### config.mk
export PLATFORM = sky130hd
export DESIGN_NAME = serial_uint_add
export DESIGN_NICKNAME = d
export VERILOG_FILES = /design/src/rtl/serial_uint_add.sv
export SDC_FILE = /design/constraint.sdc
export NUM_CORES = 1
export LEC_CHECK = 0
export ABC_AREA = 1
export ABC_CLOCK_PERIOD_IN_PS = 1400
export CAP_MARGIN = 20
export CORE_AREA = 3 3 56 58
export DETAILED_ROUTE_END_ITERATION = 6
export DIE_AREA = 0 0 59 61
export PLACE_DENSITY = 0.77
export SYNTH_ARGS = -nofsm -noshare
export SYNTH_HDL_FRONTEND = slang
export SYNTH_SLANG_ARGS = --single-unit
export TNS_END_PERCENT = 100
### constraint.sdc
create_clock -name CLK -period 1.4 [get_ports CLK]
set_input_delay 0.14 -clock CLK [delete_from_list [all_inputs] [get_ports CLK]]
set_output_delay 0.14 -clock CLK [all_outputs]
set_load 0.1 [all_outputs]
### src/rtl/serial_uint_add.sv
// Bit-serial unsigned adder, DIGIT bits per cycle LSB first: O = I0 + I1 mod 2^WIDTH.
// Optional carry-out port enabled by defining SERIAL_ADD_COUT_EN.
module serial_uint_add #(
    parameter int unsigned WIDTH = 8,
    parameter int unsigned DIGIT = 1
) (
    input  logic             CLK,
    input  logic             ASYNCRESET,
    input  logic [WIDTH-1:0] I0,
    input  logic [WIDTH-1:0] I1,
    input  logic             I_valid,
    output logic             I_ready,
    output logic [WIDTH-1:0] O,
    output logic             O_valid,
`ifdef SERIAL_ADD_COUT_EN
    output logic             COUT,
`endif
    input  logic             O_ready
);

    localparam int unsigned NDIG = WIDTH / DIGIT;
    localparam int unsigned CW   = (NDIG > 1) ? $clog2(NDIG) : 1;

    if (WIDTH < 1 || DIGIT < 1 || (WIDTH % DIGIT) != 0) begin : g_bad_cfg
        $error("serial_uint_add: WIDTH must be a non-zero multiple of DIGIT");
    end

    typedef enum logic [1:0] {IDLE, BUSY, DONE} state_t;

    state_t           state, state_nxt;
    logic [WIDTH-1:0] a_sr, b_sr, res, res_nxt;
    logic [CW-1:0]    cnt;
    logic             carry;
    logic             load, step, last;
    logic [DIGIT:0]   dsum;

    assign dsum = {1'b0, a_sr[DIGIT-1:0]} + {1'b0, b_sr[DIGIT-1:0]} + {{DIGIT{1'b0}}, carry};
    assign last = (cnt == CW'(NDIG - 1));

    // Sum digits enter at the MSB end so the result is aligned after NDIG steps.
    if (DIGIT == WIDTH) begin : g_one_digit
        assign res_nxt = dsum[DIGIT-1:0];
    end else begin : g_multi_digit
        assign res_nxt = {dsum[DIGIT-1:0], res[WIDTH-1:DIGIT]};
    end

    always_ff @(posedge CLK or posedge ASYNCRESET) begin
        if (ASYNCRESET) begin
            state <= IDLE;
        end else begin
            state <= state_nxt;
        end
    end

    always_comb begin
        state_nxt = state;
        I_ready   = 1'b0;
        O_valid   = 1'b0;
        load      = 1'b0;
        step      = 1'b0;
        case (state)
            IDLE: begin
                I_ready = 1'b1;
                if (I_valid) begin
                    load      = 1'b1;
                    state_nxt = BUSY;
                end
            end
            BUSY: begin
                step = 1'b1;
                if (last) begin
                    state_nxt = DONE;
                end
            end
            DONE: begin
                O_valid = 1'b1;
                if (O_ready) begin
                    state_nxt = IDLE;
                end
            end
            default: state_nxt = IDLE;
        endcase
    end

    always_ff @(posedge CLK or posedge ASYNCRESET) begin
        if (ASYNCRESET) begin
            a_sr  <= '0;
            b_sr  <= '0;
            res   <= '0;
            carry <= 1'b0;
            cnt   <= '0;
        end else if (load) begin
            a_sr  <= I0;
            b_sr  <= I1;
            carry <= 1'b0;
            cnt   <= '0;
        end else if (step) begin
            a_sr  <= a_sr >> DIGIT;
            b_sr  <= b_sr >> DIGIT;
            res   <= res_nxt;
            carry <= dsum[DIGIT];
            cnt   <= cnt + 1'b1;
        end
    end

    assign O = res;

`ifdef SERIAL_ADD_COUT_EN
    assign COUT = carry;
`endif

endmodule

# Word-level counts from Yosys, hierarchy flattened
# Cells that the tools add are included.
# totals
wordCells	37
output_inout_bits	10
in_bits	20
register_bits	30
# classes
n_mux	17
n_eq_ne	6
n_reduce_logical	4
n_addsub	3
bitwise_logic	1
# ops
operator	count
two-way mux 8 bit	4
two-way mux 1 bit	7
two-way mux 2 bit	3
two-way mux 3 bit	2
inequality test 2 bit, second input constant	3
one-hot mux 2 bit (3 select lines)	1
adder 3 x 1 -> 3 bit, second input constant	1
== test 3 bit, second input constant	1
AND reduction 3 bit	1
adder 1 x 1 -> 2 bit	1
adder 2 x 1 -> 2 bit	1
== test 2 x 1 -> 1 bit, second input constant	1
== test 2 bit, second input constant	1
logical NOT 2 bit	1
AND reduction 2 bit	1
nonzero test 2 bit	1
inverter 1 bit	1

# Logic depth before layout (Yosys ltp)
# Gate-level depths: netlist of the first run.
# logic_depth
depth_word	4
ltp_mapped	6
mapped_depth_nobuf	5

# Least setup slack after synthesis of the first run
# Ideal clock, no wire load.
# synth_timing
kind	register to output
start	register state[0]
end	output port O_valid
path_slack_ns	0.140
t_arrival_ns	1.120
path_buffers	0
t_required_ns	1.260
stages_incl_launch_ff	4
cell_sequence	dfrtp_1 > inv_1 > nand2_1 > inv_1
# synth_between
elab_chain_cells	2
# synth_lines
element	line_no	rtl
start, declared	30	state_t state, state_nxt;
start signal, assigned	51	state <= state_nxt;
== test 2 bit	61	case (state)
two-way mux 1 bit	61	
end, declared	14	output logic O_valid,
# Every way passes these cells.

# Worst setup path in the final report of the first run
# Same ends and word-level chain as after synthesis.

==> impl_metrics.ini, run 1 <==
[logic_synthesis]
synth_area_leaders = dfrtp_1 (57%), nand2_1 (17%), nand3_1 (11%)
ys_types = 14
avgSynthCellArea_sq_um = 8.750
synth_edf_count = 0
synthCells = 151
yosysTopAreaCell = dfrtp_1
ys.flop_type = dfrtp_1
yosysMostFrequentCell = nand2_1
netlist_area_sq_um = 1321
synthTopCellsByCount = nand2_1 (61), dfrtp_1 (30), nand3_1 (30), inv_1 (7), o21ai_1 (7)
ys_seq_elements = 30
ys_seq_area_share_pct = 56.82
synth_top_area_share_pct = 56.82
synth_nets = 174
synthArstFlopShare_pct = 100.0
yosysWarningCount = 0

[routing]
routed_wl_um = 2697
remaining_drc_errors = 0
vias_per_cell = 4.991
wl_per_cell_um = 12.37
antenna_left = 0
drt-pass1-iter-count = 4
vias = 1088
drt_iter0_markers = 47

[timing]
grt_setup_unrepaired = no
min_period_ns = 1.299
post-route-period-util_pct = 92.79
fmax_mhz = 769.8
finalSetupTns_ns = 0
relSlewSlack_pct = 74.49
maxSlewViolCount = 0
holdWs_ns = 0.1692
fin_skew_ns = 0.007533
final_hold_viol_count = 0
setup_viol = 0
worstMarginPinSlew_ns = 0.3821

[outcome]
outcome = complete, no violations

[floorplan]
die_area_sq_um = 3599
fp.dieH_um = 61
core_area_sq_um = 2710
die_w_um = 59
rows = 19
initial_core_util_pct = 48.75
ios = 30

[placed_design]
dp_hpwl_um = 1864
io_buffers = 29
dp_cells = 209
globalplace.congestion = 0.8031

[critical_path]
worstPathRequired_ns = 1.26
cp.arrival_ns = 1.16
reg2reg_depth = 5
crit_type = register to output pin
startpoint = state[0]
crit_end = O_valid
crit_fanout = 4
path_cells = inv_1 -> nand2_2 -> inv_2 -> buf_12
rr_startpoint = state[1]
crit_slowest_cell = dfrtp_2
reg2reg_to = a_sr[5]
reg2reg_slack_ns = 0.19
cp_slowest_stage_delay_ns = 0.46
crit_path_start_kind = register
crit_path_end_kind = output pin

[layout]
antenna_cells = 0
fillers = 219
instances_no_fill = 218
drive_gt1_share_pct = 17.11
area_growth_pct = 41.00
fin_nets = 209

[clock_network]
root_buffer = clkbuf_4
cts_tree = yes
clock_latency_ns = 0.33
cts.sinks = 30
cts_buffers = 5
clockBufferDepth = 2
htreeDepth = 2
clk_pin_slew_worst_paths_ns = 0.10

[grt]
grt_pass1_wl_um = 4485
track_usage_pct = 17.55
grt_overflow_total = 0
antenna_found_initial = 0
grt_max_degree = 31
grt_pass1_vias = 1023

[power]
power_mw = 4.766
p_leak_nw = 0.9134
vdd_drop_max_mv = 2.345
power_per_cell_area_nw_per_um2 = 2558

[flow_run]
cap_violations = 0

[worst_hold_path]
holdCritPathClass = input pin to asynchronous set/reset pin
-- critical path: cells and delay by family, from the launching register on --
kind          cells  cell delay (ns)
simple gates      1             0.06
flops             1             0.46
buf+inv           3             0.32
-- per-stage QoR --
stage               area [sq um]  utilization (%)  setup slack [ns]
floorplan                   1321                -            0.1403
global placement            1740            64.22            0.2539
detailed placement          1740            64.22            0.2285
global route                1863            68.74           0.01144
finish                      1863            68.74            0.1009
CTS                         1859            68.61           0.02317
-- where the power goes --
part / internal [mW] / switching (mW)
logic: 0.857 / 1.51
registers: 1.22 / 0.279
clock network: 0.605 / 0.299
total: 2.68 / 2.09
-- worst min path at each step --
stage | startpoint | endpoint | slack (ns) | depth (start not counted)
2_1_floorplan | ASYNCRESET | O[0] | 0.23 | 1
3_3_place_gp | b_sr[7] | b_sr[7] | 0.46 | 2
3_5_place_dp | b_sr[7] | b_sr[7] | 0.47 | 2
4_1_cts | ASYNCRESET | a_sr[2] | 0.17 | 3
5_1_grt | ASYNCRESET | O[2] | 0.20 | 3
6_report | ASYNCRESET | a_sr[2] | 0.17 | 3
-- layer usage --
layer,track usage [%],routed length [um],vias to the layer above
met5,0,0,-
met4,6.796,49,0
met3,7.021,133,5
met2,28.23,1315,21
met1,21.28,1198,508
li1,-,-,554
-- cells in the final DEF, fill, tap and decap left out --
master	instances
clkbuf_8	1
buf_12	10
o21ai_1	7
dfrtp_2	1
nand2_1	60
dfrtp_1	29
nand2_2	2
o21ai_0	1
fa_1	1
nor2_4	1
nand3_1	30
inv_1	6
inv_2	3
clkbuf_4	5
clkdlybuf4s50_1	19
buf_4	7
ha_1	2
bufinv_16	2
-- state kept, by name (all words and copies together), names as in the netlist --
name,count
O,8
a_sr,8
b_sr,8
cnt,3
state,2
carry,1
-- cell type report --
type / instances / area [sq um] / share of cell area (%)
tap: 31 / 38.79 / 2.082
multi-input combinational: 104 / 484.2 / 25.99
inverter: 9 / 33.78 / 1.813
sequential: 30 / 752.0 / 40.36
timing repair buffer: 36 / 442.9 / 23.77
clock buffer: 6 / 51.30 / 2.754
clock inverter: 2 / 60.06 / 3.224
-- timing repair --
item | CTS | global route
hold buffers | 0 | 0
pin swaps | 1 | 0
buffers inserted | 1 | 0
endpoints found under the setup margin | 1 | 1
resized for setup | 0 | 3
-- cell families after synthesis --
| logic type | count (synthesis) | synth area share (%) |
|---|---|---|
| AO/OA/AOI/OAI | 8 | 3.030 |
| flip-flops | 30 | 56.82 |
| adder cells (fa/ha/maj) | 3 | 3.409 |
| AND/OR/NAND/NOR | 93 | 30.02 |
| buffers and inverters | 17 | 6.724 |
Note: power is estimated with default switching activity, not from simulation.
==> inputs of run 2 (changes only) <==
--- a/config.mk
+++ b/config.mk
@@ -8,9 +8,9 @@
 export ABC_AREA = 1
 export ABC_CLOCK_PERIOD_IN_PS = 1400
 export CAP_MARGIN = 20
-export CORE_AREA = 3 3 56 58
+export CORE_AREA = 2 2 55 57
 export DETAILED_ROUTE_END_ITERATION = 6
-export DIE_AREA = 0 0 59 61
+export DIE_AREA = 0 0 57 59
 export PLACE_DENSITY = 0.77
 export SYNTH_ARGS = -nofsm -noshare
 export SYNTH_HDL_FRONTEND = slang
==> impl_metrics.ini, run 2 (same netlist as run 1, synthesis figures left out) <==
[routing]
drt_iter0_markers = 37
routed_wl_um = 2721
drt-pass1-iter-count = 4
vias_per_cell = 5.084
vias = 1093
remaining_drc_errors = 0
antenna_left = 0
wl_per_cell_um = 12.66

[power]
power_per_cell_area_nw_per_um2 = 2411
vdd_drop_max_mv = 1.851
p_leak_nw = 0.8725

[timing]
min_period_ns = 1.317
finalSetupTns_ns = 0
final_hold_viol_count = 0
fmax_mhz = 759.0
grt_setup_unrepaired = no
relSlewSlack_pct = 73.72
fin_skew_ns = 0.005058
maxSlewViolCount = 0
worstMarginPinSlew_ns = 0.3936
setup_viol = 0
post-route-period-util_pct = 94.10

[clock_network]
holdBufCountCts = 0
cts_buffers = 5
clock_latency_ns = 0.32
root_buffer = clkbuf_4
cts.sinks = 30
cts_tree = yes
htreeDepth = 2
clk_pin_slew_worst_paths_ns = 0.09
clockBufferDepth = 2

[layout]
antenna_cells = 0
area_growth_pct = 34.56
drive_gt1_share_pct = 13.04
fin_area_sq_um = 1778
layout_commonest_cell = nand2_1
layout_common_cells = nand2_1 (61), dfrtp_1 (30), nand3_1 (30)
fin_nets = 207

[critical_path]
crit_fanout = 4
cp_slowest_stage_delay_ns = 0.44
crit_path_end_kind = output pin
crit_path_start_kind = register
cp_top_family = flip-flops
crit_buf_inv = 3
crit_type = register to output pin
timing.critical_path.mode_cell = inv_1
reg2reg_slack_ns = 0.25
crit_slowest_cell = dfrtp_1
cp.arrival_ns = 1.18
path_cells = inv_1 -> nand2_1 -> inv_1 -> buf_12
worstPathRequired_ns = 1.26

[placed_design]
io_buffers = 29
globalplace.congestion = 0.7524
dp_hpwl_um = 1883
place_area_sq_um = 1725

[grt]
antenna_found_initial = 0
grt_overflow_total = 0
track_usage_pct = 18.64
grt_max_degree = 31
grt_pass1_vias = 1083
grt_pass1_wl_um = 4705

[outcome]
outcome = complete, no violations

[worst_hold_path]
holdCritPathClass = input pin to asynchronous set/reset pin

[floorplan]
die_area_sq_um = 3363
initial_core_util_pct = 48.75
core_area_sq_um = 2710
die_w_um = 57
fp.dieH_um = 59
ios = 30
rows = 19

[flow_run]
cap_violations = 0
## run 2: changes by cell type in the layout (fill, tap and decap cells not counted), sizes merged
cell / previous run / this run
bufinv: 2 / 0
clkbuf: 6 / 7
buf: 17 / 15
## run 2: where the power goes
group          total, mW  switching [mW]  internal, mW
sequential          1.49           0.278          1.22
clock              0.453           0.264         0.189
combinational       2.34            1.51         0.827
## run 2: worst reg2reg max path, cell delays in order, from the launching register on
cell and delay [ns]:
dfrtp_1 0.37, inv_1 0.07, fa_1 0.55, o21ai_1 0.07
## run 2: final timing paths
| check | endpoint | from | depth (start not counted) |
|---|---|---|---|
| max | O_valid | state[0] | 4 |
| min | a_sr[4] | ASYNCRESET | 3 |
| max reg2reg | O[7] | a_sr[0] | 3 |
| min reg2reg | b_sr[7] | b_sr[7] | 2 |
| max in group asynchronous | O[4] | ASYNCRESET | 3 |
| min in group CLK | a_sr[7] | I0[7] | 3 |
## run 2: routing by layer
metal  track usage (%)  vias up  share of wire, %
li1                  -      545                 -
met3             5.677        5               4.0
met2             32.02       24                53
met4             8.306        0               1.8
met5                 0        -                 0
met1             21.65      519                42
## run 2: area by class of cell
type | count | area, sq um
Fill cell | 225 | 932.1
Sequential cell | 30 | 750.7
Multi-Input combinational cell | 104 | 481.7
Timing Repair Buffer | 34 | 427.9
Clock buffer | 7 | 45.04
Tap cell | 31 | 38.79
Inverter | 9 | 33.78
## run 2: repair_timing
action / 4_1_cts / 5_1_grt
gates resized for setup: 0 / 0
buffers inserted: 1 / 0
endpoints found under the setup margin: 1 / 0
## run 2: through the flow
| step | utilization, % | cells | setup slack [ns] | hold slack (ns) | total power, mW |
|---|---|---|---|---|---|
| 2_1_floorplan | - | 151 | 0.1403 | 0.2308 | 3.072 |
| 3_3_place_gp | 63.67 | 207 | 0.2296 | 0.4565 | 3.764 |
| 3_5_place_dp | 63.67 | 207 | 0.1981 | 0.4607 | 3.842 |
| 4_1_cts | 65.60 | 215 | 0.07006 | 0.1793 | 4.327 |
| 5_1_grt | 65.60 | 215 | 0.01279 | 0.2607 | 4.539 |
| 6_report | 65.60 | 215 | 0.08254 | 0.1793 | 4.286 |
